===== src/rtl/lv_scan_reg_bist_rsp.sv =====
// lv_scan_reg_bist_rsp
// Responder side of the LV scan-register BIST handshake. Each level request
// from the BIST controller tests the next scan register: save the original
// value, write/read-back/compare two patterns, restore the original, then
// return a one-cycle ack with a pass/fail flag.
// Optional build macro LV_SCAN_BIST_WALK_EN adds a walking-one pass
// (one write/read/compare per data bit) between the last pattern compare
// and the restore write.
// All outputs are flops loaded from next-state values, so there is no
// combinational path from any input to any output.

module lv_scan_reg_bist_rsp #(
  parameter int                    LV_SCAN_REG_NUM = 8,
  parameter int                    SCAN_REG_W      = 8,
  parameter logic [SCAN_REG_W-1:0] SCAN_REG_MASK   = {SCAN_REG_W{1'b1}},
  parameter logic [SCAN_REG_W-1:0] PAT0            = SCAN_REG_W'(8'h55),
  parameter logic [SCAN_REG_W-1:0] PAT1            = SCAN_REG_W'(8'hAA),
  localparam int SCAN_ADDR_W = (LV_SCAN_REG_NUM > 1) ? $clog2(LV_SCAN_REG_NUM) : 1
) (
  input  logic                   i_clk,
  input  logic                   i_rst,
  input  logic                   i_bist_en,
  input  logic                   i_bist_scan_reg_req,
  output logic                   o_scan_reg_bist_ack,
  output logic                   o_scan_reg_bist_err,
  output logic                   o_scan_reg_wr_en,
  output logic                   o_scan_reg_rd_en,
  output logic [SCAN_ADDR_W-1:0] o_scan_reg_addr,
  output logic [SCAN_REG_W-1:0]  o_scan_reg_wdata,
  input  logic [SCAN_REG_W-1:0]  i_scan_reg_rdata,
  output logic                   o_bist_busy
);

  typedef enum logic [3:0] {
    S_IDLE,
    S_RD_ORG,
    S_CAP_ORG,
    S_WR_P0,
    S_RD_P0,
    S_CMP_P0,
    S_WR_P1,
    S_RD_P1,
    S_CMP_P1,
    S_RESTORE,
    S_ACK,
    S_WAIT_LOW
`ifdef LV_SCAN_BIST_WALK_EN
    , S_WR_WALK,
    S_RD_WALK,
    S_CMP_WALK
`endif
  } state_t;

`ifdef LV_SCAN_BIST_WALK_EN
  localparam int BIT_W = (SCAN_REG_W > 1) ? $clog2(SCAN_REG_W) : 1;
  localparam logic [BIT_W-1:0] BIT_LAST = BIT_W'(SCAN_REG_W - 1);
`endif
  localparam logic [SCAN_ADDR_W-1:0] IDX_LAST = SCAN_ADDR_W'(LV_SCAN_REG_NUM - 1);

  state_t                 state_q, state_d;
  logic [SCAN_ADDR_W-1:0] index_q, index_d;
  logic [SCAN_REG_W-1:0]  orig_q, orig_d;
  logic                   err_q, err_d;
  logic                   abort_q, abort_d;
`ifdef LV_SCAN_BIST_WALK_EN
  logic [BIT_W-1:0]       bit_q, bit_d;
`endif

  logic                   wr_d, rd_d;
  logic [SCAN_REG_W-1:0]  wdata_d;

  // Masked read-back compare: read-only bits (mask 0) never flag an error.
  function automatic logic mismatch(input logic [SCAN_REG_W-1:0] rd,
                                    input logic [SCAN_REG_W-1:0] pat);
    return |((rd ^ pat) & SCAN_REG_MASK);
  endfunction

  // States in which the register may hold a test pattern; leaving them
  // early must go through the restore write.
  function automatic logic pattern_live(input state_t s);
    logic live;
    case (s)
      S_WR_P0, S_RD_P0, S_CMP_P0, S_WR_P1, S_RD_P1, S_CMP_P1: live = 1'b1;
`ifdef LV_SCAN_BIST_WALK_EN
      S_WR_WALK, S_RD_WALK, S_CMP_WALK:                       live = 1'b1;
`endif
      default:                                                live = 1'b0;
    endcase
    return live;
  endfunction

  // Next-state, sequence data and output decode of the next state.
  always_comb begin
    state_d = state_q;
    index_d = index_q;
    orig_d  = orig_q;
    err_d   = err_q;
    abort_d = abort_q;
`ifdef LV_SCAN_BIST_WALK_EN
    bit_d   = bit_q;
`endif
    unique case (state_q)
      S_IDLE: begin
        if (i_bist_en && i_bist_scan_reg_req) begin
          state_d = S_RD_ORG;
          err_d   = 1'b0;
          abort_d = 1'b0;
        end
      end
      S_RD_ORG:  state_d = S_CAP_ORG;
      S_CAP_ORG: begin
        orig_d  = i_scan_reg_rdata;
        state_d = S_WR_P0;
      end
      S_WR_P0:   state_d = S_RD_P0;
      S_RD_P0:   state_d = S_CMP_P0;
      S_CMP_P0: begin
        err_d   = err_q | mismatch(i_scan_reg_rdata, PAT0);
        state_d = S_WR_P1;
      end
      S_WR_P1:   state_d = S_RD_P1;
      S_RD_P1:   state_d = S_CMP_P1;
      S_CMP_P1: begin
        err_d   = err_q | mismatch(i_scan_reg_rdata, PAT1);
`ifdef LV_SCAN_BIST_WALK_EN
        bit_d   = '0;
        state_d = S_WR_WALK;
`else
        state_d = S_RESTORE;
`endif
      end
`ifdef LV_SCAN_BIST_WALK_EN
      S_WR_WALK: state_d = S_RD_WALK;
      S_RD_WALK: state_d = S_CMP_WALK;
      S_CMP_WALK: begin
        err_d = err_q | mismatch(i_scan_reg_rdata, SCAN_REG_W'(1) << bit_q);
        if (bit_q == BIT_LAST) begin
          state_d = S_RESTORE;
        end else begin
          bit_d   = bit_q + BIT_W'(1);
          state_d = S_WR_WALK;
        end
      end
`endif
      S_RESTORE: begin
        if (abort_q) begin
          state_d = S_IDLE;
          index_d = '0;
          abort_d = 1'b0;
        end else begin
          state_d = S_ACK;
        end
      end
      S_ACK: begin
        state_d = S_WAIT_LOW;
        index_d = (index_q == IDX_LAST) ? '0 : index_q + SCAN_ADDR_W'(1);
      end
      S_WAIT_LOW: begin
        if (!i_bist_scan_reg_req) state_d = S_IDLE;
      end
      default: state_d = S_IDLE;
    endcase

    // Closing the BIST window: restore first if a pattern may be in the
    // register, otherwise drop straight back to IDLE at index 0.
    if (!i_bist_en) begin
      if (pattern_live(state_q)) begin
        state_d = S_RESTORE;
        abort_d = 1'b1;
      end else begin
        state_d = S_IDLE;
        index_d = '0;
        abort_d = 1'b0;
      end
    end

    wr_d    = 1'b0;
    rd_d    = 1'b0;
    wdata_d = '0;
    case (state_d)
      S_WR_P0:   begin wr_d = 1'b1; wdata_d = PAT0;   end
      S_WR_P1:   begin wr_d = 1'b1; wdata_d = PAT1;   end
      S_RESTORE: begin wr_d = 1'b1; wdata_d = orig_d; end
      S_RD_ORG, S_RD_P0, S_RD_P1: rd_d = 1'b1;
`ifdef LV_SCAN_BIST_WALK_EN
      S_WR_WALK: begin wr_d = 1'b1; wdata_d = SCAN_REG_W'(1) << bit_d; end
      S_RD_WALK: rd_d = 1'b1;
`endif
      default: ;
    endcase
  end

  // State, sequence registers and registered outputs.
  always_ff @(posedge i_clk) begin
    if (i_rst) begin
      state_q             <= S_IDLE;
      index_q             <= '0;
      orig_q              <= '0;
      err_q               <= 1'b0;
      abort_q             <= 1'b0;
`ifdef LV_SCAN_BIST_WALK_EN
      bit_q               <= '0;
`endif
      o_scan_reg_bist_ack <= 1'b0;
      o_scan_reg_bist_err <= 1'b0;
      o_scan_reg_wr_en    <= 1'b0;
      o_scan_reg_rd_en    <= 1'b0;
      o_scan_reg_addr     <= '0;
      o_scan_reg_wdata    <= '0;
      o_bist_busy         <= 1'b0;
    end else begin
      state_q             <= state_d;
      index_q             <= index_d;
      orig_q              <= orig_d;
      err_q               <= err_d;
      abort_q             <= abort_d;
`ifdef LV_SCAN_BIST_WALK_EN
      bit_q               <= bit_d;
`endif
      o_scan_reg_bist_ack <= (state_d == S_ACK);
      o_scan_reg_bist_err <= (state_d == S_ACK) && err_d;
      o_scan_reg_wr_en    <= wr_d;
      o_scan_reg_rd_en    <= rd_d;
      o_scan_reg_addr     <= index_d;
      o_scan_reg_wdata    <= wdata_d;
      o_bist_busy         <= (state_d != S_IDLE);
    end
  end

endmodule


===== config.mk =====
export PLATFORM = sky130hd
export DESIGN_NAME = lv_scan_reg_bist_rsp
export DESIGN_NICKNAME = d
export VERILOG_FILES = /design/src/rtl/lv_scan_reg_bist_rsp.sv
export SDC_FILE = /design/constraint.sdc
export NUM_CORES = 1
export LEC_CHECK = 0
export ABC_AREA = 1
export BUFFER_PORTS_ARGS = -buffer_cell sky130_fd_sc_hd__clkbuf_2
export CORE_UTILIZATION = 57
export DETAILED_ROUTE_END_ITERATION = 7
export PLACE_DENSITY = 0.83
export SLEW_MARGIN = 25
export SYNTH_ARGS = -nofsm -noshare
export SYNTH_HDL_FRONTEND = slang
export SYNTH_SLANG_ARGS = --single-unit

===== constraint.sdc =====
create_clock -name i_clk -period 2.7 [get_ports i_clk]
set_clock_uncertainty 0.15 [all_clocks]
set_input_delay 0.27 -clock i_clk [delete_from_list [all_inputs] [get_ports i_clk]]
set_output_delay 0.27 -clock i_clk [all_outputs]
set_load 0.01 [all_outputs]

# Word level (Yosys, flattened, before mapping)
# Index checks and enable logic that the tools add are counted.
[word_totals]
romBits = 0
out_inout_bits = 16
input_bits = 12
regBits = 30
wordCells = 70
latch_bits = 0
n_memories = 0
ram_bits = 0
[classes]
muxes = 23
n_mul = 0
n_eq_ne = 21
n_div = 0
n_bitwise = 4
order_cmp = 0
reduce_logical = 10
shifts = 0
n_addsub = 1
[op_table]
columns = ["op", "count"]
rows = [
  ["4-bit one-hot mux with 12 select lines", 1],
  ["4-bit by 3-bit == test with 1-bit output, second input constant", 7],
  ["4-bit == test, second input constant", 6],
  ["8-bit one-hot mux with 3 select lines", 1],
  ["4-bit 2-to-1 mux", 5],
  ["8-bit OR reduction", 2],
  ["4-bit by 2-bit == test with 1-bit output, second input constant", 3],
  ["3-bit 2-to-1 mux", 4],
  ["4-bit by 1-bit == test with 1-bit output, second input constant", 2],
  ["1-bit 2-to-1 mux", 8],
  ["8-bit 2-to-1 mux", 1],
  ["4-bit inverter", 2],
  ["3-bit one-hot mux with 2 select lines", 1],
  ["3-bit OR reduction", 2],
  ["6-bit OR reduction", 1],
  ["4-bit zero test", 1],
  ["4-bit nonzero test", 1],
  ["3-bit by 1-bit adder with 3-bit output, second input constant", 1],
  ["3-bit == test, second input constant", 1],
  ["3-bit by 1-bit != test with 1-bit output, second input constant", 1],
  ["3-bit != test, second input constant", 1],
  ["1-bit one-hot mux with 3 select lines", 1],
  ["1-bit logical AND", 2],
  ["1-bit bitwise OR", 2],
  ["2 further kinds", 2],
]

# Longest topological paths before layout
# Gate-level depths: netlist of the first run.
[depth]
ltp_word = 9
depth_mapped = 11
depth_no_buf = 11

# Worst setup path before layout of the first run
# No wires, ideal clock.
[synth_timing]
kind = "flip-flop to flip-flop"
from = "reg state_q[1]"
to = "reg o_scan_reg_wr_en"
path_slack_ps = 1213
setup_time_ps = 123
t_arrival_ps = 1214
required_ps = 2427
stages_incl_launch_ff = 11
period_less_slack_ps = 1487
path_buffers = 0
path_cell_list = "dfxtp_1 -> inv_2 -> nand2_2 -> nor2_1 -> nor2_2 -> nand2_2 -> nand2_4 -> nand3_1 -> inv_1 -> nand2_1 -> nand3_1"
[synth_between]
elab_chain_len = 9
word_cells_on_any_way = 25
classes_between = "eq/ne: 14; mux: 8; reduce/logical: 3"
[synth_lines]
columns = ["element", "line", "rtl"]
rows = [
  ["start: declaration", "60", "state_t state_q, state_d;"],
  ["start signal: assignment", "212", "state_q <= state_d;"],
  ["4-bit by 2-bit == test with 1-bit output (tied with other cells)", "82, 102", ""],
  ["6-bit OR reduction", "82", "case (s)"],
  ["1-bit 2-to-1 mux", "82", ""],
  ["1-bit 2-to-1 mux", "166", "if (!i_bist_en) begin"],
  ["4-bit 2-to-1 mux", "167", "if (pattern_live(state_q)) begin"],
  ["4-bit 2-to-1 mux *", "166", ""],
  ["4-bit == test (tied with other cells)", "180", "case (state_d)"],
  ["3-bit OR reduction (no source line) *", "-", ""],
  ["1-bit 2-to-1 mux *", "180", ""],
  ["end signal: assignment", "222", "o_scan_reg_wr_en <= wr_d;"],
  ["end: declaration", "26", "output logic o_scan_reg_wr_en,"],
]
# Every way passes the cells marked *; elsewhere a longest branch is shown, timed or not. The select of a mux whose other input is x is not followed.
# A chain may end at the register's enable or synchronous reset.

# Final worst setup path of the first run
[layout_timing]
from = "reg state_q[1]"
to = "reg o_scan_reg_wdata[3]"
[layout_between]
elab_chain_len = 8
word_cells_on_any_way = 25
classes_between = "eq/ne: 14; mux: 9; reduce/logical: 2"
[layout_lines]
columns = ["element", "line", "rtl"]
rows = [
  ["4-bit by 2-bit == test with 1-bit output (tied with other cells)", "82, 102", ""],
  ["6-bit OR reduction", "82", ""],
  ["1-bit 2-to-1 mux", "82", ""],
  ["1-bit 2-to-1 mux", "166", ""],
  ["4-bit 2-to-1 mux", "167", ""],
  ["4-bit 2-to-1 mux", "166", ""],
  ["4-bit == test (tied with other cells)", "180", ""],
  ["8-bit one-hot mux with 3 select lines *", "180", ""],
  ["end signal: assignment", "225", "o_scan_reg_wdata <= wdata_d;"],
  ["end: declaration", "29", "output logic [SCAN_REG_W-1:0] o_scan_reg_wdata,"],
]
# Marks and branches as above.

==> results.json, run 1 <==
{
  "critPathArrivalTime_ps": 1900,
  "rows": 17,
  "dieArea_um2": 2530,
  "grt_pass1_vias": 1153,
  "postCtsHoldBufs": 0,
  "cp_slowest_stage_delay_ps": 400,
  "wire_per_inst_um": 11.8,
  "first_pass_iters": 4,
  "fin_area_um2": 1550,
  "first_iter_violations": 42,
  "ant_nets": 0,
  "cts_resized": 0,
  "via_per_inst": 5.20,
  "outcome": "completed",
  "h-tree-depth": 2,
  "p_int_uw": 590,
  "synth_cell_types": 26,
  "power_density_nw_per_um2": 499,
  "grt_max_degree": 12,
  "area_growth_pct": 16.4,
  "cts_buffer_depth": 2,
  "start_util": 0.602,
  "design.core.area_um2": 2210,
  "crit_cells": 11,
  "avgSynthCellArea_um2": 7.36,
  "cp_cell_sequence": "inv_2 > nand2_2 > nor2_1 > nor2_2 > nand2_2 > nand2_4 > nand2_4 > nand2_2 > nor2_8 > nand2_1 > nand2_1",
  "yosysSeqAreaShare": 0.451,
  "worst_setup_path_start_kind": "flop",
  "endpoint": "o_scan_reg_wdata[3]",
  "crit_type": "reg -> reg",
  "grt_use_total": 0.263,
  "reg2reg_slack_ps": 910,
  "synthCells": 181,
  "io_buffers": 27,
  "cp.buffers_inverters": 1,
  "p_clk_frac": 0.355,
  "pin_count": 28,
  "hold_path_class": "in -> reg",
  "drive_gt1_frac": 0.254,
  "crit_top_cell": "nand2_2",
  "worst_slew_pin_slew_ps": 343,
  "cts-root-buf": "clkbuf_4",
  "r2r-end": "o_scan_reg_wdata[3]",
  "cts.sinks": 30,
  "synth_fp_nets": 195,
  "clkSlewWorstSetupHoldPaths_ps": 90,
  "slew_headroom": 0.769,
  "routed_wl_um": 2840,
  "peakVddDrop_mv": 0.369,
  "worstReg2RegStart": "state_q[1]",
  "max_freq_mhz": 559,
  "ff2ff_path_depth": 11,
  "hold_viol": 0,
  "synth_area_um2": 1330,
  "setup-violations-final": 0,
  "startpoint": "state_q[1]",
  "p_seq_frac": 0.581,
  "finalCriticalPeriod_ps": 1790,
  "comb_power_share": 0.064,
  "grt_pass1_wl_um": 4890,
  "numCtsBuffers": 5,
  "gp_congestion": 0.852,
  "drc": 0,
  "die_w_um": 50.3,
  "layout.cells.non_filler": 241,
  "required_ps": 2810,
  "cp_max_fo": 8,
  "setup_tns_ps": 0,
  "cts_tree": "yes",
  "critPathSlowestCell": "dfxtp_1",
  "dieHeight_um": 50.3,
  "nFillCells": 182,
  "dpl-instance-area_um2": 1490,
  "switchingPower_uw": 183,
  "synth_seq_cells": 30,
  "rsz0062_at_grt": "false",
  "placed_cells": 233,
  "max_cap_violations": 0,
  "period_share": 0.663,
  "drv_slew": 0,
  "crit_family": "simple AND/OR/NAND/NOR gates",
  "swShare": 0.237,
  "p_leak_uw": 0.000791,
  "end_kind": "flop",
  "setup_ws_ps": 911,
  "dpl.hpwl_um": 2200,
  "fin_nets": 226,
  "cts_setup_buffers": 0,
  "num_antenna_cells": 0,
  "vias": 1254,
  "yosysWarnings": 0,
  "antenna_found_initial": 0,
  "grt_overflow_total": 0,
  "pre_cts_slack_ps": 955,
  "clkLatencyLatePin_ps": 320
}
-- worst min-delay path by stage --
stage	from	end	slack, ps	cells after the start
after floorplan	i_scan_reg_rdata[1]	orig_q[1]	280	2
after global placement	orig_q[1]	orig_q[1]	310	2
after detailed placement	orig_q[1]	orig_q[1]	310	2
after CTS	i_scan_reg_rdata[1]	orig_q[1]	60	3
after global routing	i_scan_reg_rdata[1]	orig_q[1]	80	3
final	i_scan_reg_rdata[1]	orig_q[1]	70	3
-- final cells by class --
class                   count  area [µm²]  area share
inverters                  20        76.3      0.0493
clock buffers               7        55.1      0.0355
repair buffers             27         135      0.0872
clock inverters             1        5.00     0.00323
flip-flops and latches     30         601       0.388
well taps                  28        35.0      0.0226
multi-input cells         128         642       0.414
-- registers in the layout (all words and copies together), names as in the netlist --
name                 cells
abort_q                  1
o_scan_reg_wdata         8
o_scan_reg_bist_err      1
index_q                  3
o_scan_reg_rd_en         1
o_scan_reg_bist_ack      1
err_q                    1
orig_q                   8
o_bist_busy              1
o_scan_reg_wr_en         1
state_q                  4
-- synthesized netlist by cell type --
cell type	instances	area [µm²]
nand3_1	13	65.1
dfxtp_1	30	601
o22ai_1	1	6.26
ha_1	2	25.0
a32oi_1	2	17.5
nor2_4	2	22.5
nor2_2	2	12.5
clkinv_2	1	5.00
nand3b_1	1	7.51
nor2_1	27	101
inv_1	15	56.3
o21ai_0	10	50.1
nand2_1	42	158
nor2_8	1	20.0
o21ai_1	1	5.00
nand4_1	2	12.5
clkbuf_2	1	5.00
o31ai_1	1	7.51
nor3_1	3	15.0
nand2_4	2	22.5
clkbuf_1	2	7.51
nand2_2	7	43.8
nor4_1	1	6.26
inv_2	4	15.0
a21oi_1	7	35.0
a21oi_2	1	8.76
-- tightest hold or removal path, stage by stage --
cell	delay, ps
clkbuf_2	100
nand2_1	60
a21oi_1	70
-- power groups by stage --
stage          combinational (µW)  clock (µW)  sequential [µW]
2_1_floorplan                31.3           0              460
3_3_place_gp                 47.8           0              459
3_5_place_dp                 49.0           0              459
4_1_cts                      49.2         278              449
5_1_grt                      56.4         302              449
6_report                     49.8         274              449
-- layout by cell type, fill, tap and decap left out, types with 3 or more instances in the layout --
cell | Yosys | layout
o21ai_0 | 10 | 10
clkbuf_2 | 1 | 27
dfxtp_1 | 30 | 30
nand2_1 | 42 | 42
clkbuf_4 | 0 | 5
nand2_2 | 7 | 7
nor2_1 | 27 | 27
nor3_1 | 3 | 3
a21oi_1 | 7 | 7
inv_2 | 4 | 4
inv_1 | 15 | 15
nand3_1 | 13 | 13
-- metal layers --
layer,part of all wire,vias up,track usage
met3,0.042,9,0.0636
met1,0.47,571,0.336
met4,0.024,0,0.125
li1,-,643,-
met5,0,-,0
met2,0.47,31,0.413
-- cell families after synthesis --
group | synth area share
compound gates | 0.0977
buf+inv | 0.0667
fa+ha+maj | 0.0188
flops | 0.451
simple gates | 0.366
-- through the flow --
step / util / total power [µW] / hold slack (ps)
2_1_floorplan: - / 491 / 283
3_3_place_gp: 0.673 / 507 / 307
3_5_place_dp: 0.673 / 508 / 314
4_1_cts: 0.700 / 776 / 63.4
5_1_grt: 0.700 / 808 / 76.8
6_report: 0.700 / 773 / 71.8
(Power assumes the default switching activity.)
==> run 2, diff against run 1 <==
--- a/config.mk
+++ b/config.mk
@@ -7,9 +7,9 @@
 export LEC_CHECK = 0
 export ABC_AREA = 1
 export BUFFER_PORTS_ARGS = -buffer_cell sky130_fd_sc_hd__clkbuf_2
-export CORE_UTILIZATION = 57
+export CORE_UTILIZATION = 53
 export DETAILED_ROUTE_END_ITERATION = 7
-export PLACE_DENSITY = 0.83
+export PLACE_DENSITY = 0.78
 export SLEW_MARGIN = 25
 export SYNTH_ARGS = -nofsm -noshare
 export SYNTH_HDL_FRONTEND = slang
==> constraint.sdc (replaced) <==
create_clock -name i_clk -period 1.9 [get_ports i_clk]
set_clock_uncertainty 0.15 [all_clocks]
set_input_delay 0.19 -clock i_clk [delete_from_list [all_inputs] [get_ports i_clk]]
set_output_delay 0.19 -clock i_clk [all_outputs]
set_load 0.01 [all_outputs]
==> results.json, run 2 (same netlist as run 1, synthesis figures left out) <==
{
  "period_share": 0.914,
  "first_pass_iters": 4,
  "reg_top3": "o_scan_reg_wdata x8, orig_q x8, state_q x4",
  "io_buffers": 27,
  "cts-root-buf": "clkbuf_4",
  "num_antenna_cells": 0,
  "p_clk_frac": 0.356,
  "final_common_cell": "nand2_1",
  "hold_viol": 0,
  "cp_max_fo": 8,
  "grt_use_total": 0.262,
  "cts_buffer_depth": 2,
  "fin_area_um2": 1600,
  "grt_max_degree": 12,
  "drive_gt1_frac": 0.261,
  "grt_pass1_vias": 1178,
  "dpl-instance-area_um2": 1500,
  "gp_congestion": 0.849,
  "worst_slew_pin_slew_ps": 338,
  "outcome": "completed",
  "worst_setup_path_start_kind": "flop",
  "pin_count": 28,
  "first_iter_violations": 35,
  "drc": 0,
  "area_growth_pct": 20.2,
  "crit_type": "reg -> reg",
  "numCtsBuffers": 5,
  "vias": 1265,
  "antenna_found_initial": 0,
  "finalCriticalPeriod_ps": 1740,
  "p_int_uw": 843,
  "design.core.area_um2": 2300,
  "p_leak_uw": 0.000812,
  "rsz0062_at_grt": "false",
  "placed_cells": 234,
  "wire_per_inst_um": 12.1,
  "rows": 17,
  "end_kind": "flop",
  "routed_wl_um": 2990,
  "via_per_inst": 5.14,
  "required_ps": 2030,
  "die_w_um": 52.1,
  "setup-violations-final": 0,
  "dpl.hpwl_um": 2260,
  "grt_pass1_wl_um": 5060,
  "ant_nets": 0,
  "p_seq_frac": 0.574,
  "final_cell_mix": "nand2_1, dfxtp_1, clkbuf_2, nor2_1, inv_1",
  "max_freq_mhz": 576,
  "peakVddDrop_mv": 0.607,
  "cts_tree": "yes",
  "dieHeight_um": 52.1,
  "swShare": 0.241,
  "max_cap_violations": 0,
  "clkSlewWorstSetupHoldPaths_ps": 90,
  "fin_total_pwr_uw": 1110,
  "clkLatencyLatePin_ps": 340,
  "slew_headroom": 0.772,
  "dieArea_um2": 2720,
  "hold_path_class": "in -> reg",
  "cts.sinks": 30,
  "power_density_nw_per_um2": 695,
  "fin_nets": 231,
  "start_util": 0.580,
  "drv_slew": 0,
  "grt_overflow_total": 0,
  "layout.cells.non_filler": 246,
  "whs_ps": 52.0,
  "setup_tns_ps": 0,
  "switchingPower_uw": 268,
  "comb_power_share": 0.070,
  "critPathArrivalTime_ps": 1860,
  "h-tree-depth": 2
}
==> run 2: cell count changes in the layout (fill, tap and decap cells not counted), sizes merged <==
cell         delta
dlygate4sd3     +4
buf             +1
==> run 2: metrics by stage <==
stage / utilization / worst slack [ps]
final: 0.697 / 163
after detailed placement: 0.651 / 162
after CTS: 0.695 / 135
after floorplan: - / 413
after global routing: 0.697 / 6.13
after global placement: 0.651 / 174
==> run 2: worst paths after layout <==
check                           start                   to  slack [ps]  cells after the start
setup / recovery           state_q[1]  o_scan_reg_wdata[1]         160                     10
hold / removal    i_scan_reg_rdata[4]            orig_q[4]          50                      3
setup reg to reg           state_q[1]  o_scan_reg_wdata[1]         160                     10
hold reg to reg             orig_q[1]            orig_q[1]         320                      2
==> run 2: metal layers <==
metal / track usage / wire [µm] / share of wire / vias up
li1: - / - / - / 654
met2: 0.412 / 1390 / 0.47 / 39
met4: 0.149 / 77 / 0.026 / 0
met5: 0 / 0 / 0 / -
met3: 0.0614 / 146 / 0.049 / 10
met1: 0.323 / 1370 / 0.46 / 562
==> run 2: power groups by stage <==
stage	Sequential, µW	Clock (µW)	Combinational [µW]
floorplan	653	0	44.5
detailed placement	653	0	69.9
global placement	652	0	68.4
finish	638	396	78.1
CTS	638	403	77.4
global route	639	432	87.9
==> run 2: cell type report <==
type / instances / area, µm²
clock buffers: 7 / 55.1
clock inverters: 1 / 5.00
fillers: 200 / 697
inverters: 20 / 76.3
multi-input cells: 128 / 644
flip-flops and latches: 30 / 602
well taps: 28 / 35.0
repair buffers: 32 / 183
==> run 2: repair_timing <==
item	4_1_cts	5_1_grt
gates resized for setup	0	2
endpoints found under the hold margin	8	0
endpoints found under the setup margin	0	9
hold buffers	4	0
buffers inserted	0	0
==> run 2: worst max-delay path: stages (launching register included) <==
cell	delay [ps]
dfxtp_1	470
inv_2	80
nor2_2	190
nand2_1	90
nand3_1	110
nand2_2	110
nand2_4	100
nand2_2	90
nor2_8	140
nand2_1	80
nand2_1	60
==> run 3, diff against run 2 <==
--- a/config.mk
+++ b/config.mk
@@ -7,9 +7,10 @@
 export LEC_CHECK = 0
 export ABC_AREA = 1
 export BUFFER_PORTS_ARGS = -buffer_cell sky130_fd_sc_hd__clkbuf_2
-export CORE_UTILIZATION = 53
+export CORE_MARGIN = 4
+export CORE_UTILIZATION = 47
 export DETAILED_ROUTE_END_ITERATION = 7
-export PLACE_DENSITY = 0.78
+export PLACE_DENSITY = 0.73
 export SLEW_MARGIN = 25
 export SYNTH_ARGS = -nofsm -noshare
 export SYNTH_HDL_FRONTEND = slang
==> constraint.sdc (replaced) <==
create_clock -name i_clk -period 1.5 [get_ports i_clk]
set_clock_uncertainty 0.15 [all_clocks]
set_input_delay 0.15 -clock i_clk [delete_from_list [all_inputs] [get_ports i_clk]]
set_output_delay 0.15 -clock i_clk [all_outputs]
set_load 0.01 [all_outputs]
==> results.json, run 3 (same netlist as run 1, synthesis figures left out) <==
{
  "gp_congestion": 0.973,
  "vias": 1474,
  "outcome": "complete, but fails checks",
  "slew_headroom": 0.774,
  "p_clk_frac": 0.349,
  "cts-root-buf": "clkbuf_4",
  "clkSlewWorstSetupHoldPaths_ps": 100,
  "numCtsBuffers": 5,
  "final_cell_mix": "nand2_1, clkbuf_2, dfxtp_1, nor2_1, buf_4",
  "fin_total_pwr_uw": 1440,
  "antenna_found_initial": 0,
  "die_w_um": 61.2,
  "first_pass_iters": 4,
  "rsz0062_at_grt": "true",
  "max_cap_violations": 0,
  "pin_count": 28,
  "p_leak_uw": 0.000996,
  "cp.buffers_inverters": 3,
  "dpl.hpwl_um": 2460,
  "peakVddDrop_mv": 0.806,
  "required_ps": 1620,
  "drv_slew": 0,
  "area_growth_pct": 48.5,
  "p_seq_frac": 0.557,
  "p_int_uw": 1080,
  "crit_type": "reg -> reg",
  "cts_buffer_depth": 2,
  "max_freq_mhz": 599,
  "comb_power_share": 0.093,
  "grt_max_degree": 12,
  "cp_cell_sequence": "inv_6 > buf_4 > nand3_1 > nand3_2 > nand2_4 > inv_2 > a21oi_2 > nand3_1 > nand3_1",
  "critPathArrivalTime_ps": 1790,
  "num_antenna_cells": 0,
  "routed_wl_um": 4080,
  "critPathSlowestCell": "dfxtp_4",
  "cts_tree": "yes",
  "nFillCells": 203,
  "hold_viol": 0,
  "switchingPower_uw": 365,
  "crit_top_cell": "nand3_1",
  "hold_path_class": "in -> reg",
  "finalCriticalPeriod_ps": 1670,
  "violations": "negative setup slack",
  "finalCoreUtilization": 0.723,
  "grt_use_total": 0.218,
  "final_common_cell": "nand2_1",
  "wire_per_inst_um": 15.1,
  "rows": 19,
  "dieHeight_um": 61.2,
  "worst_slew_pin_slew_ps": 339,
  "period_share": 1.11,
  "worst_setup_path_start_kind": "flop",
  "start_util": 0.487,
  "end_kind": "flop",
  "grt_overflow_total": 0,
  "design.core.area_um2": 2730,
  "fin_nets": 252,
  "via_per_inst": 5.46,
  "power_density_nw_per_um2": 730,
  "setup_ws_ps": -170,
  "cts.sinks": 30,
  "grt_pass1_wl_um": 5930,
  "grt_pass1_vias": 1294,
  "cp_slowest_stage_delay_ps": 420,
  "h-tree-depth": 2,
  "drc": 0,
  "ant_nets": 0,
  "cp_max_fo": 4,
  "crit_family": "simple AND/OR/NAND/NOR gates",
  "seqCellArea_um2": 616,
  "reg_top3": "o_scan_reg_wdata x8, orig_q x8, state_q x4",
  "dieArea_um2": 3750,
  "multi_input_comb_area_um2": 818,
  "swShare": 0.253,
  "io_buffers": 27,
  "setup-violations-final": 14,
  "drive_gt1_frac": 0.452,
  "clkLatencyLatePin_ps": 330,
  "first_iter_violations": 79
}
==> run 3: changes by cell type in the layout (fill, tap and decap cells not counted), moves of 4 or more <==
cell / delta
buf_4: +19
nand2_1: -9
nand2_4: +8
nand3_1: -6
nor2_1: -6
nor2_4: +6
dfxtp_4: +4
nand3_2: +4
==> run 3: final timing paths <==
check | startpoint | to | slack (ps) | depth (start not counted)
worst min register to register | orig_q[1] | orig_q[1] | 350 | 2
worst max register to register | state_q[3] | o_scan_reg_wr_en | -170 | 9
worst max-delay path | state_q[3] | o_scan_reg_wr_en | -170 | 9
worst min-delay path | i_scan_reg_rdata[3] | orig_q[3] | 40 | 3
==> run 3: per-stage QoR <==
| step | instance area, µm² | hold slack (ps) | TNS (ps) | std cells | setup slack, ps |
|---|---|---|---|---|---|
| finish | 1980 | 41.3 | -1430 | 270 | -170 |
| global route | 1980 | 34.9 | -3020 | 270 | -256 |
| CTS | 1840 | 14.4 | -148 | 268 | -22.7 |
| detailed placement | 1610 | 295 | -1650 | 251 | -148 |
| global placement | 1610 | 290 | -1450 | 251 | -152 |
| floorplan | 1330 | 163 | 0 | 181 | 12.5 |
==> run 3: layout make-up <==
cell class	instances	area share
inverter	20	0.0468
clock inverter	2	0.00633
tap	31	0.0196
timing repair buffer	53	0.176
multi-input combinational	128	0.414
sequential	30	0.311
clock buffer	6	0.0259
==> run 3: timing repair <==
action,in CTS,in global routing
setup buffers,5,2
endpoints found under the hold margin,4,0
gates resized for setup,29,33
pin swaps,7,5
endpoints found under the setup margin,17,24
cloned,0,0
hold buffers,4,0
==> run 3: worst min-delay path: stages <==
cell	delay (ps)
clkbuf_2	100
o21ai_0	150
nor2_1	80
==> run 3: metal layers <==
layer / routed length (µm) / up-vias / part of all wire / GRT usage
met4: 124 / 0 / 0.030 / 0.0991
li1: - / 697 / - / -
met3: 278 / 21 / 0.068 / 0.0524
met2: 2000 / 72 / 0.49 / 0.353
met1: 1680 / 684 / 0.41 / 0.274
met5: 0 / - / 0 / 0
==> run 3: power groups by stage <==
stage | Combinational, µW | Clock [µW] | Sequential [µW]
2_1_floorplan | 56.4 | 0 | 827
3_3_place_gp | 94.6 | 0 | 827
3_5_place_dp | 96.9 | 0 | 827
4_1_cts | 119 | 510 | 807
5_1_grt | 148 | 541 | 805
6_report | 135 | 504 | 804
